## config.mk

```make
export PLATFORM = sky130hd
export DESIGN_NAME = div11_seq_r2_flat
export DESIGN_NICKNAME = d
export VERILOG_FILES = /design/src/rtl/div11_seq_r2_if.sv /design/src/rtl/div11_seq_r2.sv /design/src/flat_wrapper.sv
export SDC_FILE = /design/constraint.sdc
export NUM_CORES = 1
export LEC_CHECK = 0
export ABC_AREA = 0
export CAP_MARGIN = 20
export CORE_MARGIN = 2
export CORE_UTILIZATION = 40
export DETAILED_ROUTE_END_ITERATION = 6
export GPL_ROUTABILITY_DRIVEN = 0
export GPL_TIMING_DRIVEN = 0
export PLACE_DENSITY = 0.7
export SYNTH_ARGS = -nofsm -noshare
export SYNTH_HDL_FRONTEND = slang
export SYNTH_SLANG_ARGS = --single-unit
export TNS_END_PERCENT = 1
```

## constraint.sdc

```tcl
create_clock -name clk -period 5.2 [get_ports clk]
set_clock_uncertainty 0.1 [all_clocks]
set_input_delay 1.04 -clock clk [delete_from_list [all_inputs] [get_ports clk]]
set_output_delay 1.04 -clock clk [all_outputs]
set_load 0.01 [all_outputs]
```

## src/rtl/div11_seq_r2_if.sv

```systemverilog
// Valid/ready handshake bundle for the sequential constant divider.
// The producer/consumer side uses master; the divider uses slave.
interface div11_seq_r2_if #(
  parameter int WIDTH = 32
) ();
  logic             in_valid;
  logic             in_ready;
  logic [WIDTH-1:0] in_dividend;
  logic             out_valid;
  logic             out_ready;
  logic [WIDTH-1:0] out_quotient;
  logic [3:0]       out_remainder;

  modport master (
    output in_valid,
    output in_dividend,
    output out_ready,
    input  in_ready,
    input  out_valid,
    input  out_quotient,
    input  out_remainder
  );

  modport slave (
    input  in_valid,
    input  in_dividend,
    input  out_ready,
    output in_ready,
    output out_valid,
    output out_quotient,
    output out_remainder
  );
endinterface

```

## src/rtl/div11_seq_r2.sv

```systemverilog
// Radix-4 iterative divider by a small constant: two dividend bits per cycle,
// MSB first, with a registered valid/ready handshake on both sides.
//
//   state | meaning
//   IDLE  | in_ready high, waiting for a dividend
//   BUSY  | one quotient digit per cycle, counter runs WIDTH/2 down to 0
//   DONE  | result presented with out_valid until out_ready
module div11_seq_r2 #(
  parameter int WIDTH   = 32,
  parameter int DIVISOR = 11
) (
  input  logic         clk,
  input  logic         rst,
  div11_seq_r2_if.slave bus
);

  typedef enum logic [1:0] {IDLE, BUSY, DONE} state_t;

  localparam int             HALF     = WIDTH / 2;
  localparam int             CW       = $clog2(HALF) + 1;
  localparam logic [CW-1:0]  CNT_LOAD = CW'(HALF);
  localparam logic [CW-1:0]  CNT_ONE  = CW'(1);
  localparam logic [5:0]     DIV6     = 6'(DIVISOR);

  state_t           state;
  logic [3:0]       r;
  logic [CW-1:0]    cnt;
  logic [WIDTH-1:0] dvd;
  logic [WIDTH-1:0] quo;

  logic [5:0]       t;
  logic [5:0]       s1;
  logic [5:0]       s2;
  logic             b0;
  logic             b1;
  logic             b2;
  logic [1:0]       q_dig;
  logic [3:0]       r_next;
  logic [WIDTH-1:0] quo_next;

  // t < 4*DIVISOR <= 60, so three conditional subtractions always leave t mod DIVISOR.
  always_comb begin
    t        = {r, dvd[WIDTH-1 -: 2]};
    b0       = (t >= DIV6);
    s1       = b0 ? (t - DIV6) : t;
    b1       = (s1 >= DIV6);
    s2       = b1 ? (s1 - DIV6) : s1;
    b2       = (s2 >= DIV6);
    r_next   = b2 ? 4'(s2 - DIV6) : s2[3:0];
    q_dig    = {b1, (b0 & ~b1) | b2};
    quo_next = (quo << 2) | WIDTH'(q_dig);
  end

  always_ff @(posedge clk or posedge rst) begin
    if (rst) begin
      state             <= IDLE;
      bus.in_ready      <= 1'b1;
      bus.out_valid     <= 1'b0;
      bus.out_quotient  <= '0;
      bus.out_remainder <= '0;
      r                 <= '0;
      cnt               <= '0;
      dvd               <= '0;
      quo               <= '0;
    end else begin
      case (state)
        IDLE: begin
          if (bus.in_valid) begin
            dvd          <= bus.in_dividend;
            quo          <= '0;
            r            <= '0;
            cnt          <= CNT_LOAD;
            bus.in_ready <= 1'b0;
            state        <= BUSY;
          end
        end
        BUSY: begin
          dvd <= dvd << 2;
          quo <= quo_next;
          r   <= r_next;
          cnt <= cnt - CNT_ONE;
          if (cnt == CNT_ONE) begin
            bus.out_quotient  <= quo_next;
            bus.out_remainder <= r_next;
            bus.out_valid     <= 1'b1;
            state             <= DONE;
          end
        end
        DONE: begin
          // in_ready rises only after the handshake edge, so no same-cycle accept.
          if (bus.out_ready) begin
            bus.out_valid <= 1'b0;
            bus.in_ready  <= 1'b1;
            state         <= IDLE;
          end
        end
        default: begin
          state         <= IDLE;
          bus.in_ready  <= 1'b1;
          bus.out_valid <= 1'b0;
        end
      endcase
    end
  end

  a_rem_bound: assert property (@(posedge clk) disable iff (rst) r < 4'(DIVISOR));
  a_no_overlap: assert property (@(posedge clk) disable iff (rst) !(bus.in_ready && bus.out_valid));

endmodule

```

## src/flat_wrapper.sv

```systemverilog
// flat-port wrapper written by rule: the top's interface ports become plain ports
module div11_seq_r2_flat 
#(
  parameter int WIDTH   = 32,
  parameter int DIVISOR = 11
)
  (clk, rst, bus_in_valid, bus_in_dividend, bus_out_ready, bus_in_ready, bus_out_valid, bus_out_quotient, bus_out_remainder);
  div11_seq_r2_if #(.WIDTH(WIDTH)) bus_i ();
  input  logic clk;
  input  logic rst;
  input wire logic [$bits(bus_i.in_valid)-1:0] bus_in_valid;
  input wire logic [$bits(bus_i.in_dividend)-1:0] bus_in_dividend;
  input wire logic [$bits(bus_i.out_ready)-1:0] bus_out_ready;
  output wire logic [$bits(bus_i.in_ready)-1:0] bus_in_ready;
  output wire logic [$bits(bus_i.out_valid)-1:0] bus_out_valid;
  output wire logic [$bits(bus_i.out_quotient)-1:0] bus_out_quotient;
  output wire logic [$bits(bus_i.out_remainder)-1:0] bus_out_remainder;
  assign bus_i.in_valid = bus_in_valid;
  assign bus_i.in_dividend = bus_in_dividend;
  assign bus_i.out_ready = bus_out_ready;
  assign bus_in_ready = bus_i.in_ready;
  assign bus_out_valid = bus_i.out_valid;
  assign bus_out_quotient = bus_i.out_quotient;
  assign bus_out_remainder = bus_i.out_remainder;
  div11_seq_r2 #(.WIDTH(WIDTH), .DIVISOR(DIVISOR)) u_core (.clk(clk), .rst(rst), .bus(bus_i));
endmodule
```

=== Word-level counts from Yosys, hierarchy flattened ===
Index checks and enable logic that the tools add are counted.

* Bits in registers: 111
* Bits of input ports: 36
* Output and inout port bits: 38
* Word-level logic and storage cells: 56

* Add/subtract/negate cells: 4
* $lt $le $gt $ge: 3
* Equal/unequal tests: 6
* Mux-type cells: 21
* Bitwise logic cells: 6
* Reductions and logical operators: 7

{| class="wikitable"
|+ Operators with widths
! operator !! number
|-
| $pmux 32 s2 || 1
|-
| $pmux 30 s2 || 1
|-
| $mux 32 || 1
|-
| $or 32x2->32 || 1
|-
| $mux 30 || 1
|-
| $ge 6x4->1 const B || 3
|-
| $mux 6 || 2
|-
| $sub 6x4->6 const B || 2
|-
| $pmux 5 s2 || 1
|-
| $reduce_and 3->1 || 3
|-
| $mux 4 || 2
|-
| $pmux 4 s2 || 1
|-
| $mux 2 || 3
|-
| $pmux 1 s3 || 2
|-
| $pmux 2 s3 || 1
|-
| $eq 5x1->1 const B || 1
|-
| $mux 5 || 1
|-
| $sub 5x1->5 const B || 1
|-
| $mux 1 || 4
|-
| $ne 2x2->1 const B || 2
|-
| $reduce_and 2->1 || 2
|-
| $sub 4x4->4 const B || 1
|-
| $not 1->1 || 3
|-
| $eq 2x1->1 const B || 1
|-
| other kinds (6) || 6
|}

=== Longest topological paths before layout ===
Gate-level depths: netlist of the first run.

* Depth in word-level cells: 8
* Depth in mapped cells: 13
* Gate-level depth less buffers: 13

=== Worst setup path after synthesis of the first run ===
Ideal clock, no wire load.

* Path kind: register to register
* From: register u_core.dvd[30]
* To: register u_core.bus.out_remainder[2]
* Setup time: 128 ps
* Arrival time: 3,136 ps
* Data required time: 4,972 ps
* Setup slack: 1,837 ps
* Cell stages (with the launch flop): 14
* Buffers on the path: 0
* Clock period less this slack: 3,363 ps
* Cells stage by stage: dfrtp_1 ha_1 o21a_1 nand2b_1 xnor2_1 inv_1 ha_1 o221ai_1 a211oi_2 or3_4 mux4_2 nand2_1 mux2i_1 mux2_1

* Cells in the longest elaborated chain, start to end: 6
* Elaborated cells on any way between the ends: 9
* Classes of those cells: 3 x add/sub; 3 x order compare; 3 x mux

{| class="wikitable"
|+ RTL lines
! what !! line !! RTL
|-
| from (decl) || div11_seq_r2.sv:28 || <nowiki>logic [WIDTH-1:0] dvd;</nowiki>
|-
| from (signal assigned) || div11_seq_r2.sv:69 || <nowiki>dvd <= bus.in_dividend;</nowiki>
|-
| from (signal assigned) || div11_seq_r2.sv:78 || <nowiki>dvd <= dvd << 2;</nowiki>
|-
| $sub 6x4->6 / $ge 6x4->1 (equally long branches) || div11_seq_r2.sv:45, div11_seq_r2.sv:44 ||
|-
| $mux 6 (*) || div11_seq_r2.sv:45 || <nowiki>s1 = b0 ? (t - DIV6) : t;</nowiki>
|-
| $sub 6x4->6 / $ge 6x4->1 (equally long branches) || div11_seq_r2.sv:47, div11_seq_r2.sv:46 ||
|-
| $mux 6 (*) || div11_seq_r2.sv:47 || <nowiki>s2 = b1 ? (s1 - DIV6) : s1;</nowiki>
|-
| $ge 6x4->1 / $sub 4x4->4 (equally long branches) || div11_seq_r2.sv:48, div11_seq_r2.sv:49 ||
|-
| $mux 4 (*) || div11_seq_r2.sv:49 || <nowiki>r_next = b2 ? 4'(s2 - DIV6) : s2[3:0];</nowiki>
|-
| to (signal assigned) || div11_seq_r2.sv:84 || <nowiki>bus.out_remainder <= r_next;</nowiki>
|-
| to (decl) || div11_seq_r2_if.sv:31 || <nowiki>output out_remainder</nowiki>
|}

Mark *: on every way between the ends. The rest lies on a longest branch, timed or not.
A chain may end at the register's enable or synchronous reset.

=== Worst setup path after layout of the first run ===
* From: register u_core.dvd[30]
* To: register u_core.bus.out_quotient[0]

* Cells in the longest elaborated chain, start to end: 7
* Elaborated cells on any way between the ends: 11
* Classes of those cells: 2 x add/sub; 3 x order compare; 2 x mux; 4 x bitwise

{| class="wikitable"
|+ RTL lines
! what !! line !! RTL
|-
| $sub 6x4->6 / $ge 6x4->1 (equally long branches) || div11_seq_r2.sv:45, div11_seq_r2.sv:44 ||
|-
| $mux 6 || div11_seq_r2.sv:45 ||
|-
| $sub 6x4->6 / $ge 6x4->1 (equally long branches) || div11_seq_r2.sv:47, div11_seq_r2.sv:46 ||
|-
| $mux 6 / $not 1->1 (equally long branches) || div11_seq_r2.sv:47, div11_seq_r2.sv:50 ||
|-
| $ge 6x4->1 / $and 1x1->1 (equally long branches) || div11_seq_r2.sv:48, div11_seq_r2.sv:50 ||
|-
| $or 1x1->1 (*) || div11_seq_r2.sv:50 || <nowiki>q_dig = {b1, (b0 & ~b1) | b2};</nowiki>
|-
| $or 32x2->32 (*) || div11_seq_r2.sv:51 || <nowiki>quo_next = (quo << 2) | WIDTH'(q_dig);</nowiki>
|-
| to (signal assigned) || div11_seq_r2.sv:83 || <nowiki>bus.out_quotient <= quo_next;</nowiki>
|-
| to (decl) || div11_seq_r2_if.sv:30 || <nowiki>output out_quotient,</nowiki>
|}

Marked as above.

==> results.md, run 1 <==
- Nature of the critical path startpoint: flop
- Syn Inst Count: 475
- Count of final setup violators: 0
- I/O pin total: 74
- Die H: 117 um
- Initial antenna violation count: 0
- #FFs+latches synth: 111
- Die W: 117 um
- H-tree Lvls: 3
- Layout area overhead: 24.1%
- Switching portion of total power: 37.9%
- Vias: 3,882
- Site row count: 41
- Slew HR: 34.9%
- Commonest register cell after synthesis: dfrtp_1
- Worst-margin pin slew: 0.963 ns
- Initial Util: 40.9%
- PwrDens: 597 mW/mm^2
- Skew-Pair Late Insertion Delay: 0.34 ns
- Async SR Flop Fraction: 100%
- Fin crit period: 3.85 ns
- Deepest clock path buffer count: 2
- DR vias/cell: 5.27
- IO buf count: 73
- Crit path largest cell delay: 0.46 ns
- Wire per inst: 15.0 um
- Combinational share of power: 45.9%
- Final-layout fill cell count: 1,122
- Unrepaired setup endpoints after global routing: no
- Crit end category: flop
- CTS clk-pin slew, worst paths: 0.07 ns
- Seq/Total Area, Yosys: 54.1%
- Final ANT Viol Nets: 0
- Final instance area: 0.00638 sq mm
- Final period util: 74.0%
- Synth top area cells: dfrtp_1, mux2_2, a22o_1
- Post-Route WL: 11.1 mm
- Pin count of the biggest net entering global routing: 69
- Top-area cell type share of the netlist area: 53.6%
- # diodes: 0
- Psw: 0.00144 W
- Slowest cell on crit path: dfrtp_1
- Cell mode on critical path: ha_1
- Worst VDD drop: 0.000263 V
- Max FO, Critical Path: 8
- Post-DP HPWL: 8.03 mm
- First-pass GRT wire length: 19.0 mm
- Hold Crit Class: reg2reg
- R2r setup slk: 1.35 ns
- Synth Net Count: 515
- CP Class: reg2reg
- Total GRT Usage: 16.6%
- # DRC: 0
- F_max: 0.260 GHz
- CTS tree: yes
- Power share of the clock group: 16.6%
- Number of enable flip-flop cells after synthesis: 0
- GRT overflow: 0
- Worst EP required: 5.31 ns
- P_int: 0.00236 W
- Status: complete, no violations
- Lkg Pwr: 2.91 nW
- Mapped Area: 0.00514 sq mm
- Core area: 0.0126 sq mm
- # nets final: 600
- Final setup TNS: 0 ns
- Critical path buffers and inverters: 1
- Final hold viol count: 0
- Dominant cell type by area after synthesis: dfrtp_1
- Slew Viols, Final: 0
- Mean post-synth cell area: 10.8 sq um
- Cts bufs inserted: 9
- Crit-path cells: ha_1 > o21a_1 > nand2b_1 > xnor2_1 > inv_1 > ha_1 > o221ai_1 > a211oi_2 > or3_4 > a311o_1 > a21o_1 > a21oi_1 > o21ai_0
- Min Hold Slack: 0.378 ns
- DP Area: 0.00611 sq mm
- CTS sink count: 111
- Warnings from Yosys: 0
- CTS Hold Bufs: 0
- Post-CTS Setup Inserts: 0
- DRT iter0 DRCs: 228
- Max_cap viols: 0
- Post-cts sizing count: 0
- Vias in the first global route: 3,807
- Pre-antenna DRT Iters: 5
- CP delay by family, top: compound AO/OA/AOI/OAI gates
- Clk root buf: clkbuf_16
- Die area: 0.0138 sq mm
- Unique cell type count in the Yosys netlist: 54
- Share of cells above drive strength 1: 10.6%
- WP data arrival: 3.96 ns
- Reg power frac: 37.5%
cell type report:
cell class / instances / area, sq um / area share, %
buffer: 34 / 156 / 2.45
clock buffer: 10 / 229 / 3.59
clock inverter: 6 / 42.5 / 0.667
inverter: 7 / 28.8 / 0.451
multi-input combinational: 323 / 2180 / 34.1
sequential: 111 / 2780 / 43.6
tap: 172 / 215 / 3.37
timing repair buffer: 74 / 751 / 11.8
cells by family (layout without fill, tap and decap cells):
family	after synthesis	count (layout)	synth area share (%)
AOI/OAI and AO/OA	140	140	17.4
and+or+nand+nor	139	139	15.3
DFF	111	111	54.1
buffers and inverters	41	131	3.55
muxes	35	35	7.81
xor gates and xnor gates	5	5	0.852
adders and majority gates	4	4	0.974
cell usage after synthesis (3+ instances only):
| cell type | instances |
|---|---|
| o21a_1 | 3 |
| inv_1 | 7 |
| a22o_1 | 32 |
| and3b_1 | 29 |
| mux2_2 | 30 |
| ha_1 | 4 |
| mux2i_1 | 3 |
| and2_1 | 3 |
| or2_2 | 3 |
| xnor2_1 | 5 |
| dfrtp_1 | 110 |
| nor2_1 | 10 |
| nand2_1 | 63 |
| nand2b_1 | 5 |
| clkbuf_1 | 27 |
| a21o_1 | 3 |
| nand3_1 | 6 |
| a21oi_1 | 40 |
| nor2b_1 | 3 |
| o21ai_0 | 45 |
worst register-to-register path: stages (launching register included):
cell and delay (ns):
dfrtp_1 0.46, ha_1 0.33, o21a_1 0.30, nand2b_1 0.25, xnor2_1 0.28, inv_1 0.14
ha_1 0.30, o221ai_1 0.13, a211oi_2 0.08, or3_4 0.43, a311o_1 0.36, a21o_1 0.22
a21oi_1 0.22, o21ai_0 0.13
registers in the layout, indices dropped and copies added (netlist names):
| signal | count |
|---|---|
| u_core.bus.out_quotient | 32 |
| u_core.dvd | 32 |
| u_core.quo | 30 |
| u_core.cnt | 5 |
| u_core.bus.out_remainder | 4 |
| u_core.r | 4 |
| u_core.state | 2 |
| u_core.bus.in_ready | 1 |
| u_core.bus.out_valid | 1 |
layer usage:
layer	part of all wire [%]	global-route usage [%]	vias up
li1	-	-	1871
met1	46	23.0	1913
met2	48	26.8	83
met3	3.8	2.82	15
met4	1.6	5.12	0
met5	0	0	-
power groups by stage:
stage	Sequential, W	Combinational [W]	Clock [W]
5_1_grt	0.00147	0.00195	0.000683
4_1_cts	0.00143	0.00175	0.000646
6_report	0.00143	0.00175	0.000633
3_5_place_dp	0.00144	0.00174	0
2_1_floorplan	0.00143	0.00118	0
3_3_place_gp	0.00143	0.00169	0
cells in the final DEF (no fill, tap or decap), types with 9 or more instances in the layout:
master,count
a22o_1,32
a21oi_1,40
clkbuf_1,28
nand2_1,63
nor2_1,10
clkdlybuf4s50_1,73
dfrtp_1,110
mux2_2,30
clkbuf_16,9
and3b_1,29
o21ai_0,45
through the flow:
stage	power, W	std cells	setup slack [ns]	utilization, %
finish	0.00381	737	1.35	50.8
global route	0.00411	737	0.901	50.8
CTS	0.00383	737	1.41	50.8
detailed placement	0.00318	721	1.42	48.6
global placement	0.00312	720	-0.319	48.4
floorplan	0.00261	475	1.13	-
path summary, 6_finish.rpt:
check,startpoint,endpoint,cells after the start
max in group asynchronous,rst,u_core.dvd[31],3
setup / recovery,u_core.dvd[30],u_core.bus.out_quotient[0],13
hold / removal,u_core.dvd[19],u_core.dvd[19],2
setup reg to reg,u_core.dvd[30],u_core.bus.out_quotient[0],13
min in group asynchronous,rst,u_core.bus.out_quotient[21],2
hold reg to reg,u_core.dvd[19],u_core.dvd[19],2
No activity file was read; power rests on OpenSTA's default activity.
==> inputs of run 2 (changes only) <==
==> constraint.sdc (replaced) <==
create_clock -name clk -period 3.8 [get_ports clk]
set_clock_uncertainty 0.1 [all_clocks]
set_input_delay 0.76 -clock clk [delete_from_list [all_inputs] [get_ports clk]]
set_output_delay 0.76 -clock clk [all_outputs]
set_load 0.01 [all_outputs]
==> run 2 against run 1 <==
  * Total power up 39%
  * Sequential cell count did not move
  * Die area is the same
  * Final cell count is 0.14% higher
  * Core utilization is 0.31 points higher
  * Largest cell class unchanged
==> results.md, run 2 (same netlist as run 1, synthesis figures left out) <==
- DR vias/cell: 5.31 (was 5.27)
- Nature of the critical path startpoint: flop (unchanged)
- Final ANT Viol Nets: 0 (unchanged)
- Crit end category: flop (unchanged)
- Die area: 0.0138 sq mm (unchanged)
- Min Hold Slack: 0.379 ns (was 0.378 ns)
- Max FO, Critical Path: 8 (unchanged)
- Final hold viol count: 0 (unchanged)
- Count of final setup violators: 0 (unchanged)
- End of the critical path: u_core.bus.out_quotient[0] (unchanged)
- CP startpoint: u_core.dvd[30] (unchanged)
- Clk root buf: clkbuf_16 (unchanged)
- Pre-antenna DRT Iters: 4 (was 5)
- CTS tree: yes (unchanged)
- First-pass GRT wire length: 19.0 mm (unchanged)
- Slew Viols, Final: 0 (unchanged)
- Slew HR: 34.5% (was 34.9%)
- Worst EP required: 3.91 ns (was 5.31 ns)
- # nets final: 601 (was 600)
- PwrDens: 824 mW/mm^2 (was 597 mW/mm^2)
- Die H: 117 um (unchanged)
- Core area: 0.0126 sq mm (unchanged)
- GRT overflow: 0 (unchanged)
- Lkg Pwr: 2.92 nW (was 2.91 nW)
- F_max: 0.278 GHz (was 0.260 GHz)
- Final setup TNS: 0 ns (unchanged)
- Most frequent cells in the layout: dfrtp_1, clkdlybuf4s50_1, nand2_1 (unchanged)
- Fin crit period: 3.60 ns (was 3.85 ns)
- Site row count: 41 (unchanged)
- Largest registers: u_core.bus.out_quotient x32, u_core.dvd x32, u_core.quo x30 (unchanged)
- Hold Crit Class: reg2reg (unchanged)
- Die W: 117 um (unchanged)
- FF-to-FF Start: u_core.dvd[30] (unchanged)
- H-tree Lvls: 3 (unchanged)
- Initial Util: 40.9% (unchanged)
- Worst VDD drop: 0.000400 V (was 0.000263 V)
- R2r setup slk: 0.20 ns (was 1.35 ns)
- Share of cells above drive strength 1: 12.0% (was 10.6%)
- Unrepaired setup endpoints after global routing: no (unchanged)
- # diodes: 0 (unchanged)
- I/O pin total: 74 (unchanged)
- Post-DP HPWL: 8.03 mm (unchanged)
- R2r worst-path depth: 13 (unchanged)
- Max_cap viols: 0 (unchanged)
- # DRC: 0 (unchanged)
- Reg-to-Reg End: u_core.bus.out_quotient[0] (unchanged)
- Total GRT Usage: 16.6% (unchanged)
- Vias: 3,921 (was 3,882)
- Post-Route WL: 11.2 mm (was 11.1 mm)
- Cts bufs inserted: 9 (unchanged)
- IO buf count: 73 (unchanged)
- Worst Hold Launch: u_core.dvd[19] (unchanged)
- Vias in the first global route: 3,807 (unchanged)
- Hold path depth: 2 (unchanged)
- Skew-Pair Late Insertion Delay: 0.34 ns (about the same)
- Wire per inst: 15.1 um (was 15.0 um)
- Initial antenna violation count: 0 (unchanged)
- DRT iter0 DRCs: 219 (was 228)
- Final period util: 94.8% (was 74.0%)
- Deepest clock path buffer count: 2 (unchanged)
- Status: complete, no violations (unchanged)
- WP data arrival: 3.71 ns (was 3.96 ns)
- CTS sink count: 111 (unchanged)
- Worst-margin pin slew: 0.969 ns (was 0.963 ns)
- CTS clk-pin slew, worst paths: 0.07 ns (about the same)
- Commonest non-fill, non-tap cell in the layout: dfrtp_1 (unchanged)
- Pin count of the biggest net entering global routing: 69 (unchanged)
- CP Class: reg2reg (unchanged)
- Layout area overhead: 24.9% (was 24.1%)
[run 2: worst max-delay path: stages (launching register included)]
cell	delay, ns
dfrtp_2	0.47
ha_2	0.26
o21a_1	0.28
nand2b_2	0.26
xnor2_2	0.24
inv_2	0.11
ha_4	0.20
o221ai_1	0.10
a211oi_2	0.10
or3_4	0.43
a311o_1	0.37
a21o_1	0.23
a21oi_1	0.22
o21ai_0	0.13
[run 2: how the worst min path moves through the flow]
stage	to	slack (ns)
5_1_grt	u_core.dvd[14]	0.40
3_5_place_dp	u_core.dvd[16]	0.37
4_1_cts	u_core.dvd[19]	0.39
3_3_place_gp	u_core.dvd[23]	0.36
2_1_floorplan	u_core.dvd[10]	0.35
6_report	u_core.dvd[19]	0.38
[run 2: power breakdown]
group / leakage [nW] / switching, W / total [W] / internal (W)
Combinational: 1.33 / 0.00128 / 0.00247 / 0.00119
Clock: 0.129 / 0.000419 / 0.000867 / 0.000448
Sequential: 1.46 / 0.000306 / 0.00195 / 0.00165
Total: 2.92 / 0.00200 / 0.00529 / 0.00329
[run 2: area by class of cell]
| cell class | count | area [sq um] |
|---|---|---|
| well taps | 172 | 215 |
| clock inverters | 6 | 42.5 |
| repair buffers | 75 | 758 |
| multi-input cells | 323 | 2210 |
| plain buffers | 34 | 156 |
| flip-flops and latches | 111 | 2780 |
| fillers | 1118 | 6150 |
| clock buffers | 10 | 229 |
| inverters | 7 | 28.8 |
[run 2: repair_timing]
| item | CTS | global route |
|---|---|---|
| setup buffers | 0 | 1 |
| gates resized for setup | 0 | 8 |
| hold buffers | 0 | 0 |
| setup endpoints to repair | 0 | 12 |
[run 2: through the flow]
step / utilization [%] / setup slack, ns / power (W) / area (sq um) / std cells
CTS: 50.8 / 0.00818 / 0.00524 / 6380 / 737
global placement: 48.4 / -1.44 / 0.00427 / 6090 / 720
global route: 51.1 / 0.0442 / 0.00570 / 6420 / 738
detailed placement: 48.6 / 0.0195 / 0.00436 / 6110 / 721
floorplan: - / 0.0110 / 0.00357 / 5140 / 475
finish: 51.1 / 0.198 / 0.00529 / 6420 / 738
[run 2: routing by layer]
metal | global-route usage (%) | up-vias | part of all wire [%]
li1 | - | 1874 | -
met1 | 23.0 | 1944 | 45
met2 | 26.8 | 86 | 49
met3 | 2.82 | 17 | 4.2
met4 | 5.12 | 0 | 1.7
met5 | 0 | - | 0
